--- src/rtl/ISO14443A_pkg.sv ---
// ISO14443A_pkg: shared PICC->PCD sequence type and encoder timing defaults.
package ISO14443A_pkg;
    typedef enum logic [1:0] {
        SEQ_D = 2'd0,
        SEQ_E = 2'd1,
        SEQ_F = 2'd2
    } PICCBitSequence;
    typedef enum logic {ST_IDLE, ST_ACTIVE} enc_state_t;
    localparam int BIT_LEN_DEF = 128;
    localparam int SUBCARRIER_HALF_DEF = 8;
    localparam int TICK_W = 7;
    // Anything other than D or E carries no modulation, so it collapses to F.
    function automatic PICCBitSequence legalize(input PICCBitSequence s);
        return (s == SEQ_D || s == SEQ_E) ? s : SEQ_F;
    endfunction
endpackage

--- src/rtl/subcarrier_gen.sv ---
// subcarrier_gen: maps a bit-period tick to the fc/16 subcarrier level.
module subcarrier_gen
    import ISO14443A_pkg::*;
#(
    parameter int SUBCARRIER_HALF = SUBCARRIER_HALF_DEF
) (
    input  logic [TICK_W-1:0] tick,
    output logic              level
);
    localparam int PERIOD = 2 * SUBCARRIER_HALF;
    always_comb level = (int'(tick) % PERIOD) < SUBCARRIER_HALF;
endmodule

--- src/rtl/sequence_encode.sv ---
// sequence_encode: Manchester-style load modulation of D/E/F sequences with a one-entry holding buffer.
module sequence_encode
    import ISO14443A_pkg::*;
#(
    parameter int BIT_LEN         = BIT_LEN_DEF,
    parameter int SUBCARRIER_HALF = SUBCARRIER_HALF_DEF
) (
    input  logic           clk,
    input  logic           rst,
    input  PICCBitSequence seq,
    input  logic           seq_valid,
    output logic           seq_ready,
    output logic           lm_out,
    output logic           idle
);
    localparam logic [TICK_W-1:0] LAST_TICK = TICK_W'(BIT_LEN - 1);
    localparam logic [TICK_W-1:0] HALF_TICK = TICK_W'(BIT_LEN / 2);
    enc_state_t        state, state_n;
    PICCBitSequence    cur, cur_n, hold_seq, hold_n, seq_in;
    logic              hold_valid, hold_valid_n;
    logic [TICK_W-1:0] tick, tick_n;
    logic              out_active, out_active_n, lm_n;
    logic              sc_level, in_half, xfer, last;

    subcarrier_gen #(.SUBCARRIER_HALF(SUBCARRIER_HALF)) u_sc (
        .tick  (tick),
        .level (sc_level)
    );

    assign seq_in  = legalize(seq);
    assign xfer    = seq_valid && seq_ready;
    assign last    = state == ST_ACTIVE && tick == LAST_TICK;
    assign in_half = cur == SEQ_D ? tick < HALF_TICK : cur == SEQ_E ? tick >= HALF_TICK : 1'b0;

    always_ff @(posedge clk or posedge rst) begin
        if (rst) begin
            state      <= ST_IDLE;
            cur        <= SEQ_F;
            hold_seq   <= SEQ_F;
            hold_valid <= 1'b0;
            tick       <= '0;
            lm_out     <= 1'b0;
            out_active <= 1'b0;
        end else begin
            state      <= state_n;
            cur        <= cur_n;
            hold_seq   <= hold_n;
            hold_valid <= hold_valid_n;
            tick       <= tick_n;
            lm_out     <= lm_n;
            out_active <= out_active_n;
        end
    end

    // At the last tick the next bit is taken from the buffer, else straight from the input.
    always_comb begin
        state_n      = state;
        cur_n        = cur;
        hold_n       = hold_seq;
        hold_valid_n = hold_valid;
        tick_n       = '0;
        if (state == ST_IDLE) begin
            if (xfer) begin
                state_n = ST_ACTIVE;
                cur_n   = seq_in;
            end
        end else if (!last) begin
            tick_n = tick + 1'b1;
            if (xfer) begin
                hold_n       = seq_in;
                hold_valid_n = 1'b1;
            end
        end else if (hold_valid) begin
            cur_n        = hold_seq;
            hold_valid_n = 1'b0;
        end else if (xfer) begin
            cur_n = seq_in;
        end else begin
            state_n = ST_IDLE;
        end
    end

    // idle tracks the registered output stage so it lines up with lm_out.
    always_comb begin
        seq_ready    = !hold_valid;
        idle         = !out_active && !hold_valid;
        lm_n         = state == ST_ACTIVE && in_half && sc_level;
        out_active_n = state == ST_ACTIVE;
    end
endmodule
--- config.mk ---
export PLATFORM = sky130hd
export DESIGN_NAME = sequence_encode
export DESIGN_NICKNAME = d
export VERILOG_FILES = /design/src/rtl/ISO14443A_pkg.sv /design/src/rtl/subcarrier_gen.sv /design/src/rtl/sequence_encode.sv
export SDC_FILE = /design/constraint.sdc
export NUM_CORES = 1
export LEC_CHECK = 0
export BUFFER_PORTS_ARGS = -buffer_cell sky130_fd_sc_hd__buf_2
export CAP_MARGIN = 15
export CORE_ASPECT_RATIO = 1.1
export CORE_MARGIN = 2
export CORE_UTILIZATION = 32
export CTS_CLUSTER_SIZE = 30
export DETAILED_ROUTE_END_ITERATION = 6
export HOLD_SLACK_MARGIN = 0.12
export PLACE_DENSITY_LB_ADDON = 0.05
export REMOVE_ABC_BUFFERS = 1
export SETUP_SLACK_MARGIN = 0.05
export SKIP_LAST_GASP = 1
export SYNTH_ARGS = -nofsm -noshare
export SYNTH_HDL_FRONTEND = slang
export SYNTH_SLANG_ARGS = --single-unit
--- constraint.sdc ---
create_clock -name clk -period 2.02 [get_ports clk]
set_input_delay 0.303 -clock clk [delete_from_list [all_inputs] [get_ports clk]]
set_output_delay 0.303 -clock clk [all_outputs]
set_load 0.02 [all_outputs]
# Word level (Yosys, flattened, before mapping)
# Cells that the tools add are included.
[word_totals] ff_bits=15 input_bits=5 output_inout_bits=3 wordCells=44
[op_classes] addsub=1 n_lt_le_gt_ge=3 eq_ne=4 n_mux=15 bitwise=1 n_reduce_logical=13
[ops] operator="two-way mux 7 bit" count=2
[ops] operator="two-way mux 2 bit" count=5
[ops] operator="two-way mux 1 bit" count=8
[ops] operator="adder 7 x 1 -> 7 bit, second input constant" count=1
[ops] operator="== test 7 bit, second input constant" count=1
[ops] operator="greater-or-equal comparator 7 bit, second input constant" count=1
[ops] operator="less-than comparator 7 bit, second input constant" count=1
[ops] operator="logical AND 1 bit" count=5
[ops] operator="== test 2 x 1 -> 1 bit, second input constant" count=2
[ops] operator="logical NOT 2 bit" count=2
[ops] operator="less-than comparator 4 bit, second input constant" count=1
[ops] operator="AND reduction 3 bit" count=1
[ops] operator="logical NOT 1 bit" count=2
[ops] operator="inequality test 2 x 1 -> 1 bit, second input constant" count=1
[ops] operator="AND reduction 2 bit" count=1
[ops] operator="nonzero test 2 bit" count=1
[ops] operator="logical OR 1 bit" count=1
[ops] operator="inverter 1 bit" count=1

# Depth between registers and ports, before layout
# Gate-level depths: netlist of the first run.
[depth] depth_word=7 depth_mapped=5 depth_no_buf=5

# By module
# From an unflattened synthesis of the first run, not the netlist that was laid out.
[hier_totals] cells_unflattened=68 area_unflattened_um2=730.7
[modules_own_cells] module="sequence_encode" n_inst=1 cells_per_inst=67 area_per_inst_um2=726.9 seq_area_each_um2=377.9
[modules_own_cells] module="subcarrier_gen" n_inst=1 cells_per_inst=1 area_per_inst_um2=3.8 seq_area_each_um2=0.0

# Least setup slack after synthesis of the first run
# OpenSTA, ideal clock, no wires.
[synth_timing] path_type="register to register" startpoint="register tick[0]" endpoint="register hold_seq[0]" setup_time_ps=127 t_arrival_ps=1313 required_time_ps=1893 setup_slack_ps=579 path_stages_with_launch=6 path_buffers=0 synth_period_minus_slack_ps=1441 cell_sequence="dfrtp_1 -> ha_1 -> nand3_2 -> or2_4 -> nand4_2 -> mux2_1"
[synth_via] elab_chain_cells=4
[synth_lines] item="start, declared" line_no="sequence_encode.sv:21" text="logic [TICK_W-1:0] tick, tick_n;"
[synth_lines] item="start signal, assigned" line_no="sequence_encode.sv:49" text="tick <= tick_n;"
[synth_lines] item="== test 7 bit" line_no="sequence_encode.sv:32" text="assign last = state == ST_ACTIVE && tick == LAST_TICK;"
[synth_lines] item="logical AND 1 bit" line_no="sequence_encode.sv:32"
[synth_lines] item="inverter 1 bit (no line)"
[synth_lines] item="AND reduction 3 bit (no line)"
[synth_lines] item="end signal, assigned" line_no="sequence_encode.sv:47" text="hold_seq <= hold_n;"
[synth_lines] item="end, declared" line_no="sequence_encode.sv:19" text="PICCBitSequence cur, cur_n, hold_seq, hold_n, seq_in;"
# No other way between the ends.
# A chain may end at the register's enable or synchronous reset.

# Worst setup path in the final report of the first run
# Same ends and word-level chain as after synthesis.

==> results of run 1 <==
-- stage by stage --
stage                     instances  cell area (sq um)
final                           104                802
after floorplan                  64                694
after CTS                       104                802
after global placement           99                764
after detailed placement         99                764
after global routing            104                802
-- cell usage in the layout, fill, tap and decap left out, drive strengths merged --
cell         synthesis  final
o221a                2      2
and2                 3      3
nand4                1      1
nor2b                1      1
dfstp                2      2
inv                  4      4
dlygate4sd3          0      1
o22ai                2      2
buf                  1      7
nor2                 6      6
nand2                6      6
clkbuf               1      3
mux2                 2      2
a21oi                5      5
nand3                3      3
or2                  2      2
o21ai                1      1
ha                   1      1
xor2                 3      3
dfrtp               13     13
nor4b                1      1
nand2b               1      1
clkinv               0      1
xnor2                3      3
and3                 2      2
-- registers in the layout (all words and copies together) (netlist names) --
signal,cells
tick,7
out_active,1
cur,2
out_active_n,1
lm_out,1
hold_valid,1
hold_seq,2
-- synthesized netlist by cell type (all sizes together) --
| cell type | instances |
|---|---|
| xnor2 | 3 |
| dfstp | 2 |
| inv | 4 |
| nand2 | 6 |
| dfrtp | 13 |
| o221a | 2 |
| nand3 | 3 |
| a21oi | 5 |
| clkbuf | 1 |
| or2 | 2 |
| nand2b | 1 |
| buf | 1 |
| ha | 1 |
| and2 | 3 |
| mux2 | 2 |
| and3 | 2 |
| o21ai | 1 |
| nor2 | 6 |
| nor4b | 1 |
| o22ai | 2 |
| nor2b | 1 |
| xor2 | 3 |
| nand4 | 1 |
-- layer usage --
metal	vias up	track usage (%)	part of all wire [%]
li1	242	-	-
met1	216	15.3	52
met2	10	15.8	41
met3	4	3.39	3.9
met4	0	8.57	2.7
met5	-	0	0
-- power by group --
| group | switching, mW | total [mW] | internal [mW] | leakage, nW |
|---|---|---|---|---|
| clock | 0.103 | 0.177 | 0.0737 | 0.0177 |
| combinational | 0.0115 | 0.0194 | 0.00791 | 0.169 |
| sequential | 0.00194 | 0.308 | 0.306 | 0.166 |
| total | 0.116 | 0.504 | 0.388 | 0.353 |
-- cell type report --
class | instances | area [sq um] | share of cell area (%)
flip-flops and latches | 15 | 378 | 47.1
multi-input cells | 45 | 302 | 37.6
repair buffers | 8 | 45.0 | 5.62
well taps | 28 | 35.0 | 4.37
clock buffers | 3 | 22.5 | 2.81
inverters | 4 | 15.0 | 1.87
clock inverters | 1 | 5.00 | 0.624
-- cells by family after synthesis --
family,share of synthesized area (%)
mux,3.20
fa+ha+maj,1.78
xor+xnor,7.47
simple gates,20.6
buf+inv,3.38
compound gates,9.79
flops,53.7
-- worst paths after layout --
path                              startpoint                      end  slack (ns)  cells after the start
setup / recovery           tick[0]$_DFF_PP0_  hold_seq[0]$_DFFE_PP0P_        0.48                      5
hold / removal                        seq[1]  hold_seq[1]$_DFFE_PP1P_        0.26                      2
setup reg to reg           tick[0]$_DFF_PP0_  hold_seq[0]$_DFFE_PP0P_        0.48                      5
hold reg to reg            tick[0]$_DFF_PP0_        tick[0]$_DFF_PP0_        0.46                      1
max in group asynchronous                rst  hold_seq[1]$_DFFE_PP1P_        1.05                      3
min in group asynchronous                rst        tick[0]$_DFF_PP0_        0.59                      3
==> impl_metrics.json, run 1 <==
{
  "vias": 472,
  "clock_path_buffers": 2,
  "startpoint_type": "flip-flop",
  "path_class": "flip-flop to flip-flop",
  "synth_cell_types": 26,
  "post-route-util_pct": 39.3,
  "crit_chain": "ha_1 > nand3_2 > or2_4 > nand4_2 > mux2_1",
  "drt_wl_total_mm": 1.16,
  "layout_setup_ws_ns": 0.483,
  "die_w_um": 48.7,
  "syn2layout_area_growth_pct": 14.1,
  "dpl.hpwl_um": 840,
  "cts_tree": "built",
  "first_iter_violations": 4,
  "crit_path_top_delay_cell": "dfrtp_1",
  "clkTransAtPathRegs_ns": 0.09,
  "wl_per_cell_um": 11.1,
  "drive_gt1_share_pct": 22.4,
  "fin_tns_setup_ns": 0,
  "finalCritPeriodShare_pct": 76.1,
  "post_cts_buffers": 0,
  "cts_resized": 0,
  "num_io_pins": 8,
  "p_leak_nw": 0.353,
  "slew_violations": 0,
  "relSlewSlack_pct": 62.4,
  "ys_seq_area_share_pct": 53.7,
  "vias_per_cell": 4.54,
  "fill_cells": 222,
  "syn_inst": 66,
  "hold_buffers": 1,
  "worstMarginPinSlew_ns": 0.564,
  "io_buffers": 7,
  "final.setup_skew_ns": 0.00114,
  "max_freq_ghz": 0.651,
  "synth_area_sq_um": 703,
  "yosysTopAreaCell": "dfrtp_1",
  "synth-seq-cells": 15,
  "critPathMaxStageDelay_ns": 0.37,
  "track_usage_pct": 11.5,
  "grt_pass1_vias": 470,
  "coreArea_sq_um": 2040,
  "fin_crit_ns": 1.54,
  "num_rows": 17,
  "cts_buffers": 3,
  "dr.pass1.iters": 4,
  "dieArea_sq_um": 2590,
  "ys_warn_count": 0,
  "detail-route-antenna-nets": 0,
  "max_cap_viol_count": 0,
  "antenna_found_initial": 0,
  "cts.sinks": 15,
  "power.density_nw_per_um2": 628,
  "worstHoldPathType": "primary input to flip-flop",
  "arrival_ns": 1.71,
  "grt.overflow.total": 0,
  "crit_path_end_kind": "flip-flop",
  "diodes": 0,
  "globalplace.congestion": 0.729,
  "ir_worst_vdd_mv": 0.426,
  "status": "finished, final reports clean",
  "clk_latency_ns": 0.29,
  "fin_nets": 83,
  "htree_levels": 1,
  "hold_slack_ns": 0.260,
  "power.total_mw": 0.504,
  "cp_max_fo": 5,
  "fp.dieH_um": 53.2,
  "cp_num_buf_inv": 0,
  "drc": 0,
  "synth.avg_cell_area_sq_um": 10.7,
  "grt_max_degree": 16,
  "floorplan.initialDensity_pct": 34.4,
  "grt_pass1_wl_mm": 2.13,
  "synth_top_cells_by_area": "dfrtp_1 46%, dfstp_2 7.5%, xnor2_1 3.7%, xor2_1 3.7%, mux2_1 3.2%",
  "root_buffer": "clkbuf_4",
  "synth_top_area_share_pct": 46.3,
  "post-place-ws_ns": 0.499,
  "hold_viol": 0,
  "worstPathRequired_ns": 2.20,
  "critPathTopFamily": "simple AND/OR/NAND/NOR gates",
  "rsz0062_at_grt": "no",
  "finalSetupViolCount": 0
}
Power figures use the tool's default switching activity.
==> run 2: changes to the inputs <==
Settings changed: ABC_AREA from default to 1.
Clock period 2.02 ns to 1.5 ns, I/O delays scaled along.
==> run 2 against run 1 <==
Against the previous run:
- utilization down 1.1 points
- clock skew up 0.0064 ns
- total power up 31%
- global-route usage up 0.82 points
- synthesized area up 3.0%
==> impl_metrics.json, run 2 <==
{
  "max_cap_viol_count": 0,
  "postSynth.asyncResetShare_pct": 100,
  "first_iter_violations": 5,
  "status": "finished, final reports clean",
  "vias_per_cell": 4.30,
  "fin_nets": 99,
  "num_rows": 18,
  "grt_pass1_wl_mm": 2.37,
  "cp_max_fo": 4,
  "globalplace.congestion": 0.687,
  "coreArea_sq_um": 2180,
  "clock_path_buffers": 2,
  "synth_flop_cell": "dfrtp_1",
  "ys_seq_area_share_pct": 52.2,
  "clkTransAtPathRegs_ns": 0.09,
  "startpoint_type": "flip-flop",
  "fill_cells": 247,
  "diodes": 0,
  "io_buffers": 7,
  "root_buffer": "clkbuf_4",
  "worstHoldPathType": "primary input to flip-flop",
  "synthMostInstantiatedCell": "dfrtp_1",
  "max_freq_ghz": 0.773,
  "finalSetupViolCount": 0,
  "power.density_nw_per_um2": 791,
  "hold_viol": 0,
  "synth.avg_cell_area_sq_um": 9.06,
  "syn_inst": 80,
  "crit_path_end_kind": "flip-flop",
  "detail-route-antenna-nets": 0,
  "synth_top_cells_by_area": "dfrtp_1 45%, dfstp_2 7.3%, inv_1 5.7%, nor2_1 5.7%, nand2_1 5.2%",
  "dieArea_sq_um": 2660,
  "largest_register_ffs": 7,
  "antenna_found_initial": 0,
  "worstPathRequired_ns": 1.67,
  "worstMarginPinSlew_ns": 0.591,
  "drc": 0,
  "grt.overflow.total": 0,
  "finalCritPeriodShare_pct": 86.2,
  "ys_warn_count": 0,
  "relSlewSlack_pct": 60.6,
  "reg.largest.list": "tick (7), cur (2), hold_seq (2)",
  "fin_tns_setup_ns": 0,
  "grt_max_degree": 16,
  "synth_area_sq_um": 724,
  "synth_commonest_cells": "13 x dfrtp_1, 11 x inv_1, 11 x nor2_1, 10 x nand2_1, 6 x a21oi_1",
  "dr.pass1.iters": 3,
  "place_area_sq_um": 797,
  "fin_area_sq_um": 835,
  "fp.dieH_um": 53.9,
  "yosysTopAreaCell": "dfrtp_1",
  "synth_edf_count": 0,
  "fin_crit_ns": 1.29,
  "path_class": "flip-flop to flip-flop",
  "cts_resized": 0,
  "cts_buffers": 3,
  "vias": 525,
  "die_w_um": 49.4,
  "final.setup_skew_ns": 0.00757,
  "num_io_pins": 8,
  "p_leak_nw": 0.413,
  "arrival_ns": 1.46,
  "track_usage_pct": 12.4,
  "floorplan.initialDensity_pct": 33.2,
  "ir_worst_vdd_mv": 0.599,
  "synth_cell_types": 25,
  "drive_gt1_share_pct": 29.3,
  "final_common_cell": "dfrtp_1",
  "synth-seq-cells": 15,
  "synth_top_area_share_pct": 44.9,
  "slew_violations": 0,
  "dpl.hpwl_mm": 1.04,
  "syn2layout_area_growth_pct": 15.2,
  "post-route-util_pct": 38.2,
  "rsz0062_at_grt": "no",
  "clk_latency_ns": 0.28,
  "top_register": "tick",
  "mostFrequentLayoutCells": "13 x dfrtp_1, 11 x inv_1, 11 x nor2_1",
  "drt_wl_total_mm": 1.34,
  "grt_pass1_vias": 540,
  "wl_per_cell_um": 11.0,
  "cts.sinks": 15,
  "cts_tree": "built",
  "htree_levels": 1
}
[run 2: layer usage]
layer	vias to the layer above	routed length, um	GRT usage, %	part of all wire (%)
met5	-	0	0	0
met1	234	587	14.5	44
met4	0	27	8.57	2.0
met2	8	693	21.4	52
li1	279	-	-	-
met3	4	36	1.67	2.7
[run 2: layout make-up]
cell class	instances	area [sq um]	share of cell area [%]
Inverter	13	48.8	5.85
Timing Repair Buffer	8	45.0	5.40
Multi-Input combinational cell	52	298	35.7
Clock buffer	3	22.5	2.70
Tap cell	30	37.5	4.50
Clock inverter	1	5.00	0.600
Sequential cell	15	378	45.3
[run 2: path summary, 6_finish.rpt]
kind	from	end	slack [ns]	cells past startpoint
max	tick[0]$_DFF_PP0_	out_active_n$_DFF_PP0_	0.21	5
min	seq[1]	hold_seq[1]$_DFFE_PP1P_	0.15	3
max reg2reg	tick[0]$_DFF_PP0_	out_active_n$_DFF_PP0_	0.21	5
min reg2reg	cur[1]$_DFFE_PP1P_	cur[1]$_DFFE_PP1P_	0.47	2
max in group asynchronous	rst	out_active_n$_DFF_PP0_	0.57	3
min in group asynchronous	rst	tick[0]$_DFF_PP0_	0.54	3
[run 2: through the flow]
stage	power, mW	hold slack [ns]	instances	setup slack, ns
3_5_place_dp	0.442	0.320	117	0.223
4_1_cts	0.677	0.145	122	0.194
2_1_floorplan	0.431	0.125	80	0.307
6_report	0.660	0.153	122	0.206
3_3_place_gp	0.442	0.320	117	0.239
5_1_grt	0.706	0.145	122	0.109
[run 2: what timing repair did]
item                      CTS  global route
hold endpoints to repair   13             0
setup buffers               0             0
hold buffers                1             0
[run 2: cells by family (layout without fill, tap and decap cells)]
| kind of cell | Yosys count | in the layout | share of synthesized area [%] |
|---|---|---|---|
| buffers and inverters | 13 | 25 | 6.74 |
| xor gates and xnor gates | 1 | 1 | 1.21 |
| AOI/OAI and AO/OA | 12 | 12 | 10.0 |
| DFF | 15 | 15 | 52.2 |
| adders and majority gates | 1 | 1 | 1.73 |
| and+or+nand+nor | 38 | 38 | 28.2 |
[run 2: worst max-delay path: stages, from the launching register on]
cell	delay, ns
dfrtp_1	0.40
ha_1	0.25
nand3_4	0.12
nor2_4	0.16
nor2_2	0.06
or2_1	0.20
[run 2: power by group]
| group | internal [mW] | total (mW) | switching (mW) |
|---|---|---|---|
| clock | 0.0990 | 0.225 | 0.126 |
| combinational | 0.00919 | 0.0257 | 0.0166 |
| sequential | 0.408 | 0.409 | 0.00171 |
| total | 0.516 | 0.660 | 0.144 |
